==> config.mk <==
export PLATFORM = sky130hd
export DESIGN_NAME = mem_bus_arbiter_flat
export DESIGN_NICKNAME = d
export VERILOG_FILES = /design/src/rtl/mem_bus_arbiter_pkg.sv /design/src/rtl/mem_bus_arbiter_if.sv /design/src/rtl/mem_bus_arbiter_watchdog.sv /design/src/rtl/mem_bus_arbiter.sv /design/src/flat_wrapper.sv
export SDC_FILE = /design/constraint.sdc
export NUM_CORES = 1
export LEC_CHECK = 0
export ABC_AREA = 1
export CAP_MARGIN = 40
export CORE_MARGIN = 2
export CORE_UTILIZATION = 40
export CTS_BUF_LIST = sky130_fd_sc_hd__clkbuf_16
export CTS_CLUSTER_SIZE = 25
export DETAILED_ROUTE_END_ITERATION = 16
export GPL_TIMING_DRIVEN = 0
export HOLD_SLACK_MARGIN = 0.02
export MAX_ROUTING_LAYER = met4
export PLACE_DENSITY_LB_ADDON = 0.3
export SKIP_CTS_REPAIR_TIMING = 1
export SYNTH_ARGS = -nofsm -noshare
export SYNTH_HDL_FRONTEND = slang
export SYNTH_HIERARCHICAL = 1
export SYNTH_SLANG_ARGS = --single-unit
export TNS_END_PERCENT = 20
==> constraint.sdc <==
create_clock -name clk -period 3.6 [get_ports clk]
set_clock_uncertainty 0.05 [all_clocks]
set_input_delay 0.54 -clock clk [delete_from_list [all_inputs] [get_ports clk]]
set_output_delay 0.54 -clock clk [all_outputs]
set_load 0.03 [all_outputs]
==> src/rtl/mem_bus_arbiter_pkg.sv <==
// mem_bus_arbiter_pkg
// Shared definitions for the memory bus arbiter slice.
// Contents:
//   INST_ADDR_WIDTH / REG_DATA_WIDTH - default address and data widths
//   SEL_WORD                         - byte-enable pattern used for fetches
//   arb_state_e                      - arbiter FSM state encoding
package mem_bus_arbiter_pkg;

  localparam int INST_ADDR_WIDTH = 32;
  localparam int REG_DATA_WIDTH  = 32;

  localparam logic [3:0] SEL_WORD = 4'hF;

  typedef enum logic [1:0] {
    ARB_IDLE    = 2'd0,
    ARB_IF_BUSY = 2'd1,
    ARB_DM_BUSY = 2'd2
  } arb_state_e;

endpackage

==> src/rtl/mem_bus_arbiter_if.sv <==
// mem_bus_arbiter_if
// Groups the pipeline-side request ports (IF and MEM), the external memory
// bus and the stall/error outputs of the arbiter.
// Modports:
//   master - the arbiter's view: it receives pipeline requests and drives
//            the external memory bus
//   slave  - the environment's view: pipeline stages plus the memory device
interface mem_bus_arbiter_if
  import mem_bus_arbiter_pkg::*;
#(
  parameter int ADDR_W = INST_ADDR_WIDTH,
  parameter int DATA_W = REG_DATA_WIDTH
);

  // Instruction-fetch port
  logic              if_req;
  logic [ADDR_W-1:0] if_addr;
  logic [DATA_W-1:0] if_rdata;
  logic              if_ack;

  // Data port
  logic              dm_req;
  logic              dm_we;
  logic [3:0]        dm_sel;
  logic [ADDR_W-1:0] dm_addr;
  logic [DATA_W-1:0] dm_wdata;
  logic [DATA_W-1:0] dm_rdata;
  logic              dm_ack;

  // External memory bus
  logic              bus_req;
  logic              bus_we;
  logic [3:0]        bus_sel;
  logic [ADDR_W-1:0] bus_addr;
  logic [DATA_W-1:0] bus_wdata;
  logic [DATA_W-1:0] bus_rdata;
  logic              bus_ack;

  // Status towards the pipeline controller
  logic              stall_req_if;
  logic              stall_req_mem;
  logic              bus_err;

  modport master (
    input  if_req, if_addr,
    output if_rdata, if_ack,
    input  dm_req, dm_we, dm_sel, dm_addr, dm_wdata,
    output dm_rdata, dm_ack,
    output bus_req, bus_we, bus_sel, bus_addr, bus_wdata,
    input  bus_rdata, bus_ack,
    output stall_req_if, stall_req_mem, bus_err
  );

  modport slave (
    output if_req, if_addr,
    input  if_rdata, if_ack,
    output dm_req, dm_we, dm_sel, dm_addr, dm_wdata,
    input  dm_rdata, dm_ack,
    input  bus_req, bus_we, bus_sel, bus_addr, bus_wdata,
    output bus_rdata, bus_ack,
    input  stall_req_if, stall_req_mem, bus_err
  );

endinterface

==> src/rtl/mem_bus_arbiter_watchdog.sv <==
// arb_watchdog
// Bus wait-time watchdog for the memory bus arbiter. Only compiled when
// ARB_TIMEOUT_EN is defined, since nothing else instantiates it.
// Ports:
//   clk       - system clock
//   rst_n     - asynchronous active-low reset
//   busy_i    - arbiter currently owns an outstanding bus transaction
//   expired_o - this busy cycle is the TIMEOUT_CYCLES-th one of the
//               current transaction
`ifdef ARB_TIMEOUT_EN
module arb_watchdog #(
  parameter int TIMEOUT_CYCLES = 255
) (
  input  logic clk,
  input  logic rst_n,
  input  logic busy_i,
  output logic expired_o
);

  localparam int CNT_W = $clog2(TIMEOUT_CYCLES + 1);

  logic [CNT_W-1:0] cnt_q;

  // Counts the busy cycles already completed for the current transaction.
  // Idle cycles hold it at zero, so every grant starts a fresh count. The
  // counter saturates so an unusually long stall cannot wrap it.
  always_ff @(posedge clk or negedge rst_n) begin
    if (!rst_n) begin
      cnt_q <= '0;
    end else if (!busy_i) begin
      cnt_q <= '0;
    end else if (cnt_q != CNT_W'(TIMEOUT_CYCLES)) begin
      cnt_q <= cnt_q + CNT_W'(1);
    end
  end

  // The current cycle completes the limit when the count would reach it.
  assign expired_o = busy_i && (cnt_q == CNT_W'(TIMEOUT_CYCLES - 1));

endmodule
`endif

==> src/rtl/mem_bus_arbiter.sv <==
// mem_bus_arbiter
// Shares one external variable-latency memory bus between the instruction
// fetch port (IF) and the data port (MEM). MEM has fixed priority because it
// holds the older instruction. All bus outputs are registered and held for
// the whole transaction; completion is returned as a one-cycle ack with the
// read data registered alongside it.
// Ports:
//   clk    - system clock
//   rst_n  - asynchronous active-low reset
//   bus_if - mem_bus_arbiter_if.master: IF/MEM request ports, external bus,
//            stall requests and bus_err
// Optional feature (macro ARB_TIMEOUT_EN):
//   defined   - a watchdog aborts a transaction after TIMEOUT_CYCLES busy
//               cycles without bus_ack; the owner gets an ack with zero data
//               and bus_err pulses in the same cycle
//   undefined - transactions wait indefinitely and bus_err is tied low
module mem_bus_arbiter
  import mem_bus_arbiter_pkg::*;
#(
  parameter int ADDR_W         = INST_ADDR_WIDTH,
  parameter int DATA_W         = REG_DATA_WIDTH,
  parameter int TIMEOUT_CYCLES = 255
) (
  input  logic                 clk,
  input  logic                 rst_n,
  mem_bus_arbiter_if.master    bus_if
);

  arb_state_e        state_q;
  logic              bus_req_q;
  logic              bus_we_q;
  logic [3:0]        bus_sel_q;
  logic [ADDR_W-1:0] bus_addr_q;
  logic [DATA_W-1:0] bus_wdata_q;
  logic [DATA_W-1:0] if_rdata_q;
  logic              if_ack_q;
  logic [DATA_W-1:0] dm_rdata_q;
  logic              dm_ack_q;
  logic              bus_err_q;
  logic              timeoutHit;

`ifdef ARB_TIMEOUT_EN
  arb_watchdog #(
    .TIMEOUT_CYCLES (TIMEOUT_CYCLES)
  ) u_watchdog (
    .clk       (clk),
    .rst_n     (rst_n),
    .busy_i    (state_q != ARB_IDLE),
    .expired_o (timeoutHit)
  );
`else
  logic unusedTimeoutParam;
  assign unusedTimeoutParam = |TIMEOUT_CYCLES;
  assign timeoutHit         = 1'b0;
`endif

  // Arbiter FSM. Acks and bus_err are single-cycle pulses, so they default
  // low every cycle. A requester whose ack is currently high is not sampled
  // in IDLE: its stage is still stalled and re-presenting the same request,
  // and granting it again would issue the access twice. A bus_ack that
  // arrives while no transaction is outstanding is ignored because IDLE
  // never looks at it. A timeout returns zero data; a bus_ack in the same
  // cycle wins and completes normally.
  always_ff @(posedge clk or negedge rst_n) begin
    if (!rst_n) begin
      state_q     <= ARB_IDLE;
      bus_req_q   <= 1'b0;
      bus_we_q    <= 1'b0;
      bus_sel_q   <= '0;
      bus_addr_q  <= '0;
      bus_wdata_q <= '0;
      if_rdata_q  <= '0;
      if_ack_q    <= 1'b0;
      dm_rdata_q  <= '0;
      dm_ack_q    <= 1'b0;
      bus_err_q   <= 1'b0;
    end else begin
      if_ack_q  <= 1'b0;
      dm_ack_q  <= 1'b0;
      bus_err_q <= 1'b0;
      unique case (state_q)
        ARB_IDLE: begin
          if (bus_if.dm_req && !dm_ack_q) begin
            state_q     <= ARB_DM_BUSY;
            bus_req_q   <= 1'b1;
            bus_we_q    <= bus_if.dm_we;
            bus_sel_q   <= bus_if.dm_sel;
            bus_addr_q  <= bus_if.dm_addr;
            bus_wdata_q <= bus_if.dm_wdata;
          end else if (bus_if.if_req && !if_ack_q) begin
            state_q     <= ARB_IF_BUSY;
            bus_req_q   <= 1'b1;
            bus_we_q    <= 1'b0;
            bus_sel_q   <= SEL_WORD;
            bus_addr_q  <= bus_if.if_addr;
            bus_wdata_q <= '0;
          end
        end
        ARB_DM_BUSY: begin
          if (bus_if.bus_ack) begin
            state_q    <= ARB_IDLE;
            bus_req_q  <= 1'b0;
            dm_ack_q   <= 1'b1;
            dm_rdata_q <= bus_we_q ? '0 : bus_if.bus_rdata;
          end else if (timeoutHit) begin
            state_q    <= ARB_IDLE;
            bus_req_q  <= 1'b0;
            dm_ack_q   <= 1'b1;
            dm_rdata_q <= '0;
            bus_err_q  <= 1'b1;
          end
        end
        ARB_IF_BUSY: begin
          if (bus_if.bus_ack) begin
            state_q    <= ARB_IDLE;
            bus_req_q  <= 1'b0;
            if_ack_q   <= 1'b1;
            if_rdata_q <= bus_if.bus_rdata;
          end else if (timeoutHit) begin
            state_q    <= ARB_IDLE;
            bus_req_q  <= 1'b0;
            if_ack_q   <= 1'b1;
            if_rdata_q <= '0;
            bus_err_q  <= 1'b1;
          end
        end
        default: begin
          state_q   <= ARB_IDLE;
          bus_req_q <= 1'b0;
        end
      endcase
    end
  end

  assign bus_if.bus_req   = bus_req_q;
  assign bus_if.bus_we    = bus_we_q;
  assign bus_if.bus_sel   = bus_sel_q;
  assign bus_if.bus_addr  = bus_addr_q;
  assign bus_if.bus_wdata = bus_wdata_q;
  assign bus_if.if_rdata  = if_rdata_q;
  assign bus_if.if_ack    = if_ack_q;
  assign bus_if.dm_rdata  = dm_rdata_q;
  assign bus_if.dm_ack    = dm_ack_q;
  assign bus_if.bus_err   = bus_err_q;

  // Stall requests follow the live request and the registered ack so that a
  // stage is released in exactly the cycle its ack is presented.
  assign bus_if.stall_req_if  = bus_if.if_req & ~if_ack_q;
  assign bus_if.stall_req_mem = bus_if.dm_req & ~dm_ack_q;

endmodule

==> src/flat_wrapper.sv <==
// flat-port wrapper written by rule: the top's interface ports become plain ports
module mem_bus_arbiter_flat import mem_bus_arbiter_pkg::*;
#(
  parameter int ADDR_W         = INST_ADDR_WIDTH,
  parameter int DATA_W         = REG_DATA_WIDTH,
  parameter int TIMEOUT_CYCLES = 255
)
  (clk, rst_n, bus_if_if_req, bus_if_if_addr, bus_if_if_rdata, bus_if_if_ack, bus_if_dm_req, bus_if_dm_we, bus_if_dm_sel, bus_if_dm_addr, bus_if_dm_wdata, bus_if_dm_rdata, bus_if_dm_ack, bus_if_bus_req, bus_if_bus_we, bus_if_bus_sel, bus_if_bus_addr, bus_if_bus_wdata, bus_if_bus_rdata, bus_if_bus_ack, bus_if_stall_req_if, bus_if_stall_req_mem, bus_if_bus_err);
  mem_bus_arbiter_if #(.ADDR_W(ADDR_W), .DATA_W(DATA_W)) bus_if_i ();
  input  logic clk;
  input  logic rst_n;
  input wire logic [$bits(bus_if_i.if_req)-1:0] bus_if_if_req;
  input wire logic [$bits(bus_if_i.if_addr)-1:0] bus_if_if_addr;
  output wire logic [$bits(bus_if_i.if_rdata)-1:0] bus_if_if_rdata;
  output wire logic [$bits(bus_if_i.if_ack)-1:0] bus_if_if_ack;
  input wire logic [$bits(bus_if_i.dm_req)-1:0] bus_if_dm_req;
  input wire logic [$bits(bus_if_i.dm_we)-1:0] bus_if_dm_we;
  input wire logic [$bits(bus_if_i.dm_sel)-1:0] bus_if_dm_sel;
  input wire logic [$bits(bus_if_i.dm_addr)-1:0] bus_if_dm_addr;
  input wire logic [$bits(bus_if_i.dm_wdata)-1:0] bus_if_dm_wdata;
  output wire logic [$bits(bus_if_i.dm_rdata)-1:0] bus_if_dm_rdata;
  output wire logic [$bits(bus_if_i.dm_ack)-1:0] bus_if_dm_ack;
  output wire logic [$bits(bus_if_i.bus_req)-1:0] bus_if_bus_req;
  output wire logic [$bits(bus_if_i.bus_we)-1:0] bus_if_bus_we;
  output wire logic [$bits(bus_if_i.bus_sel)-1:0] bus_if_bus_sel;
  output wire logic [$bits(bus_if_i.bus_addr)-1:0] bus_if_bus_addr;
  output wire logic [$bits(bus_if_i.bus_wdata)-1:0] bus_if_bus_wdata;
  input wire logic [$bits(bus_if_i.bus_rdata)-1:0] bus_if_bus_rdata;
  input wire logic [$bits(bus_if_i.bus_ack)-1:0] bus_if_bus_ack;
  output wire logic [$bits(bus_if_i.stall_req_if)-1:0] bus_if_stall_req_if;
  output wire logic [$bits(bus_if_i.stall_req_mem)-1:0] bus_if_stall_req_mem;
  output wire logic [$bits(bus_if_i.bus_err)-1:0] bus_if_bus_err;
  assign bus_if_i.if_req = bus_if_if_req;
  assign bus_if_i.if_addr = bus_if_if_addr;
  assign bus_if_if_rdata = bus_if_i.if_rdata;
  assign bus_if_if_ack = bus_if_i.if_ack;
  assign bus_if_i.dm_req = bus_if_dm_req;
  assign bus_if_i.dm_we = bus_if_dm_we;
  assign bus_if_i.dm_sel = bus_if_dm_sel;
  assign bus_if_i.dm_addr = bus_if_dm_addr;
  assign bus_if_i.dm_wdata = bus_if_dm_wdata;
  assign bus_if_dm_rdata = bus_if_i.dm_rdata;
  assign bus_if_dm_ack = bus_if_i.dm_ack;
  assign bus_if_bus_req = bus_if_i.bus_req;
  assign bus_if_bus_we = bus_if_i.bus_we;
  assign bus_if_bus_sel = bus_if_i.bus_sel;
  assign bus_if_bus_addr = bus_if_i.bus_addr;
  assign bus_if_bus_wdata = bus_if_i.bus_wdata;
  assign bus_if_i.bus_rdata = bus_if_bus_rdata;
  assign bus_if_i.bus_ack = bus_if_bus_ack;
  assign bus_if_stall_req_if = bus_if_i.stall_req_if;
  assign bus_if_stall_req_mem = bus_if_i.stall_req_mem;
  assign bus_if_bus_err = bus_if_i.bus_err;
  mem_bus_arbiter #(.ADDR_W(ADDR_W), .DATA_W(DATA_W), .TIMEOUT_CYCLES(TIMEOUT_CYCLES)) u_core (.clk(clk), .rst_n(rst_n), .bus_if(bus_if_i));
endmodule
Word-level counts from Yosys, hierarchy flattened --
Cells that the tools add are included. Widths: inputs -> output; s select.
Word-level totals: input bits 138, bits in registers 138, latch bits 0, memories kept 0, bits in read-only memories 0, output and inout bits 139, logic and storage cells 49, memory bits (writable) 0
Operators by class: bitwise logic cells 4, magnitude comparators 0, div/mod/pow operators 0, muxes and demuxes 20, shifts and indexed selects 0, equal/unequal tests 4, reduce and logical (&&, ||, !) cells 11, $add $sub $neg 0, multipliers 0
Operators with widths (number):
- $mux 32 | 5
- $mux 1 | 8
- $mux 4 | 2
- $reduce_and 2->1 | 4
- $mux 2 | 3
- $pmux 2 s2 | 1
- $ne 3x1->1 const B | 1
- $and 1x1->1 | 2
- $eq 2x1->1 const B | 1
- $eq 2x2->1 const B | 1
- $logic_and 1x1->1 | 2
- $logic_not 1->1 | 2
- $logic_not 2->1 | 1
- $ne 2x1->1 const B | 1
- $not 1->1 | 2
- $pmux 1 s2 | 1
- $reduce_bool 2->1 | 1
- $reduce_or 2->1 | 1

Logic depth before layout (Yosys ltp) --
Gate-level depths: netlist of run 1.
depth after elaboration 5, mapped depth 8

Least setup slack after synthesis of run 1 --
Ideal clock, no wire load.
path type reg2out, start point register u_core.dm_ack_q (netlist: u_core/bus_if.dm_ack), end point output port bus_if_stall_req_mem, cell stages (with the launch flop) 5, arrival 1102 ps, required time 3010 ps, buffers on the path 1, slack 1908 ps, cell sequence dfrtp_1 -> inv_2 -> nand2_8 -> buf_2 -> inv_1
Between the ends: cells in the longest elaborated chain, start to end 2
Ends and longest elaborated chain:
- start, declared | RTL line mem_bus_arbiter.sv:38 | logic dm_ack_q;
- start signal, assigned | RTL line mem_bus_arbiter.sv:75 | dm_ack_q <= 1'b0;
- start signal, assigned | RTL line mem_bus_arbiter.sv:79 | dm_ack_q <= 1'b0;
- start signal, assigned | RTL line mem_bus_arbiter.sv:103 | dm_ack_q <= 1'b1;
- $not 1->1 | RTL line mem_bus_arbiter.sv:149 | assign bus_if.stall_req_mem = bus_if.dm_req & ~dm_ack_q;
- $and 1x1->1 | RTL line mem_bus_arbiter.sv:149
- end, declared | RTL line flat_wrapper.sv:31 | output wire logic [$bits(bus_if_i.stall_req_mem)-1:0] bus_if_stall_req_mem;
No other way between the ends.

Worst setup path in the final report of run 1 --
Same ends and word-level chain as after synthesis.

==> results.md, run 1 <==
- Status: finished clean
- Clock-pin slew on the worst setup and hold paths: around 60 ps
- HP Class: input port to asynchronous set/reset pin
- Core area: between 10000 and 15000 um^2
- Initial antenna violation count: 0
- CTS root buf: clkbuf_16
- Fmax: 376.7 MHz
- Grt met3 use: 0.07702
- GRT Residual Overflow: 0
- Via/cell ratio: approximately 4.8
- Met2 Use GR: 0.3860
- Cell variety after synth: 19
- CTS tree: yes
- Endpoints failing hold: 0
- First-pass GRT wire length: 29600 um
- Synth Register Bits: around 140
- Slew Viols, Final: 0
- H-tree level count: 4
- Setup crit start: u_core/bus_if.dm_ack
- Ports: 277
- Placed cell area: 8901 um^2
- Layout area overhead: 59.66%
- Post-route DRC: 0
- Peak supply drop: between 0.0005 and 0.0006 V
- Reg power frac: 0.294
- DRT antenna net count: 0
- Chip Width: around 130 um
- Num rows: between 40 and 50
- Clk buf depth: 2
- Inserted Diodes: 0
- Switching power: 3.958 mW
- Final Util: 0.6505
- Min Tclk post-route: around 2700 ps
- DP HPWL: about 13000 um
- Final worst-path cycle share: 0.7374
- YS warnings: 6
- CTS Buf Count: 17
- Multi-input logic area: approximately 2100 um^2
- Power per cell area: between 900 and 1000 nW/um^2
- Int Pwr: 5.093 mW
- Crit Path Class: register to output port
- Reg2reg end: u_core/bus_if.dm_rdata[18]
- CP arrival: around 2000 ps
- Leak: roughly 4.7 nW
- Final Setup Violations: 0
- Combinational share of power: 0.535
- Sw frac: 0.4373
- Clock power frac: 0.171
- Final net count: 1147
- Largest net degree at the start of global routing: 86
- DRT iter0 DRCs: 380
- Worst r2r src: u_core/state_q[0]
- Req. time, crit path: roughly 3000 ps
- Total number of vias: 5721
- GRT Total Usage: 0.2438
- Layout cell share with drive strength beyond 1: 0.06588
- WHS: roughly 13 ps
- CP endpoint kind: output port
- Synth Area per Inst: slightly above 8 um^2
- Initial Utilization: 0.4074
- Die H: about 130 um
- Die ar.: approximately 16000 um^2
- FF-to-FF path depth: 6
- # Max-Cap Violations: 0
- Worst slew margin: 0.6460
- GRT Max-Usage Layer: met2
- Routed WL: between 15000 and 20000 um
- Seq. cell area: approximately 3500 um^2
- RSZ-0062 raised after global routing: no
- Clk sinks: approximately 140
- Grt met1 use: 0.2977
- Port-buffer cells: approximately 270
- Post-route cell area: 9419 um^2
- Fill count: about 1300
- Mapped cell area: between 5000 and 6000 um^2
- CP Launch Type: register
- Post-Syn Nets: between 800 and 900
- Vias in the first global route: around 5700
- Crit-path max FO: 10
- Sequential area share after synthesis: 0.5854
- Gate Count Post-Synth: a little over 700
- Clock Latency Late Sink: ~410 ps
- Reg2Reg Setup Slack: a little under 2000 ps
- DR WL/cell: ~15 um
- First-pass DRT Iterations: 5
- Slew of the pin with the lowest slew margin: between 500 and 600 ps
- RD Place Congestion: 0.8575
cell type report:
class	instances	share of cell area
sequential	138	0.3666
tap	184	0.02444
multi-input combinational	518	0.2272
timing repair buffer	275	0.2942
inverter	11	0.004384
buffer	45	0.02816
clock buffer	17	0.04516
clock inverter	13	0.009830
worst max-delay path by stage:
stage / end / depth (start not counted)
6_report: bus_if_stall_req_mem / 5
3_5_place_dp: bus_if_stall_req_if / 4
5_1_grt: bus_if_stall_req_mem / 5
3_3_place_gp: u_core/bus_if.bus_wdata[17] / 1
4_1_cts: bus_if_stall_req_mem / 5
2_1_floorplan: bus_if_stall_req_mem / 4
layer usage:
| layer | part of all wire | vias up | wire, um |
|---|---|---|---|
| met5 | 0 | - | 0 |
| met4 | 0.019 | 0 | 354 |
| met3 | 0.080 | 26 | 1458 |
| met2 | 0.48 | 227 | 8736 |
| met1 | 0.42 | 2669 | 7744 |
| li1 | - | 2799 | - |
registers in the layout (all words and copies together), names as in the netlist, 2 cells and up:
register and cells:
u_core/bus_if.bus_wdata 32, u_core/bus_if.bus_addr 32, u_core/state_q 2, u_core/bus_if.if_rdata 32, u_core/bus_if.dm_rdata 32, u_core/bus_if.bus_sel 4
placed cells by master (no fill, tap or decap):
cell	instances
o21ai_0	32
inv_2	1
nand2_1	403
clkinv_4	1
buf_16	1
nor2_1	4
clkdlybuf4s50_1	273
nand2_4	2
bufinv_16	1
buf_2	20
clkinv_1	1
clkinvlp_4	2
nand4_1	1
buf_1	2
dfrtp_1	138
clkbuf_1	8
inv_1	14
ha_1	3
clkinv_2	4
buf_6	5
clkbuf_16	17
nand3_1	66
nand2_8	1
nor2_4	1
conb_1	1
o21ai_1	4
buf_4	11
through the flow:
stage                     std cells  worst slack, ps  total power [mW]  TNS [ps]
final                          1201            945.5             9.051         0
after global routing           1201            846.4             9.614         0
after global placement         1170            -3710             7.459   -510260
after floorplan                 712             1908             5.415         0
after detailed placement       1171             1086             7.537         0
after CTS                      1201            918.6             9.136         0
synth_stat cells (all sizes together):
cell | number | area share
buf | 37 | 0.040
clkbuf | 8 | 0.0051
conb | 1 | 0.00064
dfrtp | 138 | 0.59
ha | 3 | 0.0064
inv | 11 | 0.0070
nand2 | 406 | 0.26
nand3 | 66 | 0.056
nand4 | 1 | 0.0011
nor2 | 5 | 0.0045
o21ai | 36 | 0.031
cells by family after synthesis:
kind of cell | synth area share
compound gates | 0.03054
buf+inv | 0.05196
simple gates | 0.3251
other cells | 0.0006357
flops | 0.5854
fa+ha+maj | 0.006363
power by group through the flow:
| stage | sequential [mW] | clock [mW] | combinational [mW] |
|---|---|---|---|
| 2_1_floorplan | 4.06 | 0 | 1.35 |
| 3_3_place_gp | 2.66 | 0 | 4.80 |
| 3_5_place_dp | 2.67 | 0 | 4.87 |
| 4_1_cts | 2.67 | 1.59 | 4.88 |
| 5_1_grt | 2.76 | 1.66 | 5.19 |
| 6_report | 2.66 | 1.55 | 4.84 |
worst max-delay path, stage by stage, from the launching register on:
cell and delay, ps:
dfrtp_1 380, inv_2 170, nand2_8 90, buf_2 230, inv_1 80, clkdlybuf4s50_1 700
Note: power is estimated with default switching activity, not from simulation.
==> inputs of run 2 (changes only) <==
Clock period 3.6 ns to 2.45 ns, I/O delays scaled along.
==> run 2 against run 1 <==
Die area stayed put. Cell area is 0.13% higher. Clock-buffer cell count stayed put. Hold slack better by 300 ps. Setup slack worse by 670 ps. Utilization is 0.086 points higher. Clock power is 46% higher. Combinational power is 47% higher. Cell count hardly changed. Sequential share of layout area hardly changed. Power is 47% higher.
==> results.md, run 2 (same netlist as run 1, synthesis figures left out) <==
- Status: finished clean
- First-pass DRT Iterations: 4
- Vias in the first global route: approximately 5700
- Die H: 125.4 um
- Seq. cell area: 3453 um^2
- Max stage delay on crit path: approximately 700 ps
- Port-buffer cells: roughly 270
- Slew of the pin with the lowest slew margin: 530.1 ps
- H-tree level count: 4
- Req. time, crit path: a little over 2000 ps
- DR WL/cell: approximately 15 um
- Largest net degree at the start of global routing: 86
- Endpoints failing hold: 0
- Clock Latency Late Sink: roughly 410 ps
- Finished Layout Cells: 1202
- Ports: roughly 280
- Crit Path Class: input port to output port
- Num rows: between 40 and 50
- CTS tree: yes
- Clk sinks: 138
- Final worst-path cycle share: 0.8867
- WHS: roughly 310 ps
- Multi-input logic area: 2140 um^2
- Layout area overhead: 59.87%
- Clk buf depth: 2
- DRT antenna net count: 0
- Via/cell ratio: roughly 4.8
- CP endpoint kind: output port
- Worst slew margin: 0.6466
- Fmax: about 460 MHz
- # Max-Cap Violations: 0
- HP Class: input port to register
- Core area: ~14000 um^2
- Layout cell share with drive strength beyond 1: 0.06582
- Slowest cell on the critical path: clkdlybuf4s50_1
- Peak supply drop: roughly 0.00084 V
- CP arrival: ~1800 ps
- CTS root buf: clkbuf_16
- GRT Residual Overflow: 0
- Chip Width: ~130 um
- GRT Total Usage: 0.2438
- Commonest non-fill, non-tap cell in the layout: nand2_1
- Setup TNS: 0 ps
- Crit-path most repeated cell: clkdlybuf4s50_1
- DRT iter0 DRCs: about 350
- DP HPWL: about 13000 um
- Final net count: approximately 1100
- First-pass GRT wire length: approximately 30000 um
- Min Tclk post-route: ~2200 ps
- Number of placed instances, taps included: approximately 1200
- Slew Viols, Final: 0
- CTS Buf Count: 17
- Crit-path max FO: 3
- Fill count: about 1200
- Initial Utilization: 0.4074
- Inserted Diodes: 0
- Clock-pin slew on the worst setup and hold paths: ~50 ps
- RD Place Congestion: 0.8575
- Initial antenna violation count: 0
- RSZ-0062 raised after global routing: no
- Routed WL: between 15000 and 20000 um
- Total number of vias: 5736
- Family with the most delay on the worst path: buffers and inverters
- Power per cell area: approximately 1400 nW/um^2
- Die ar.: approximately 16000 um^2
- Total power: roughly 13 mW
- CP cell instances: clkdlybuf4s50_1, nand2_1, inv_1, clkdlybuf4s50_1
- Final Setup Violations: 0
- Leak: about 4.7 nW
- CP Buf/Inv Count: 3
- CP Launch Type: input port
- Most frequent cells in the layout: nand2_1, clkdlybuf4s50_1, dfrtp_1, nand3_1, o21ai_0
- Post-route DRC: 0
==> run 2: cell count changes in the layout (fill, tap and decap cells not counted) <==
cell,before,now
clkdlybuf4s50_1,273,272
dlygate4sd3_1,0,1
dlymetal6s2s_1,0,1
==> run 2: worst min-delay path, cell delays in order <==
cell and delay (ps):
buf_6 120, nand2_8 90, nor2_4 60, nand2_1 50, nand2_1 40
==> run 2: worst paths after layout <==
kind,endpoint,from,cells past startpoint,slack (ps)
worst min register to register,u_core/bus_if.bus_wdata[3],u_core/bus_if.bus_wdata[3],2,420
worst max register to register,u_core/bus_if.dm_rdata[16],u_core/state_q[0],6,790
worst min-delay path,u_core/bus_if.bus_wdata[0],bus_if_dm_req,5,310
min in group asynchronous,u_core/bus_if.if_rdata[24],rst_n,2,410
worst max-delay path,bus_if_stall_req_if,bus_if_if_req,4,280
max in group asynchronous,u_core/bus_if.bus_wdata[15],rst_n,3,1120
==> run 2: layout make-up <==
| type | instances | area share |
|---|---|---|
| clock inverter | 13 | 0.009817 |
| inverter | 11 | 0.004378 |
| timing repair buffer | 276 | 0.2952 |
| sequential | 138 | 0.3661 |
| buffer | 45 | 0.02812 |
| clock buffer | 17 | 0.04510 |
| tap | 184 | 0.02441 |
| multi-input combinational | 518 | 0.2269 |
==> run 2: per-stage QoR <==
| stage | area (um^2) | setup slack, ps | util |
|---|---|---|---|
| floorplan | 5899 | 930.6 | - |
| global placement | 8872 | -4688 | 0.6128 |
| detailed placement | 8901 | 281.1 | 0.6148 |
| CTS | 9419 | -58.86 | 0.6505 |
| global route | 9432 | 170.4 | 0.6514 |
| finish | 9432 | 277.6 | 0.6514 |
==> run 2: per-layer routing <==
layer,global-route usage,routed length (um)
met4,0.08105,355
met5,-,0
met3,0.07702,1442
met1,0.2977,7781
met2,0.3860,8730
==> run 2: where the power goes <==
group,switching [mW],internal (mW)
clock,0.920,1.35
sequential,0.565,3.35
combinational,4.33,2.78
total,5.82,7.48
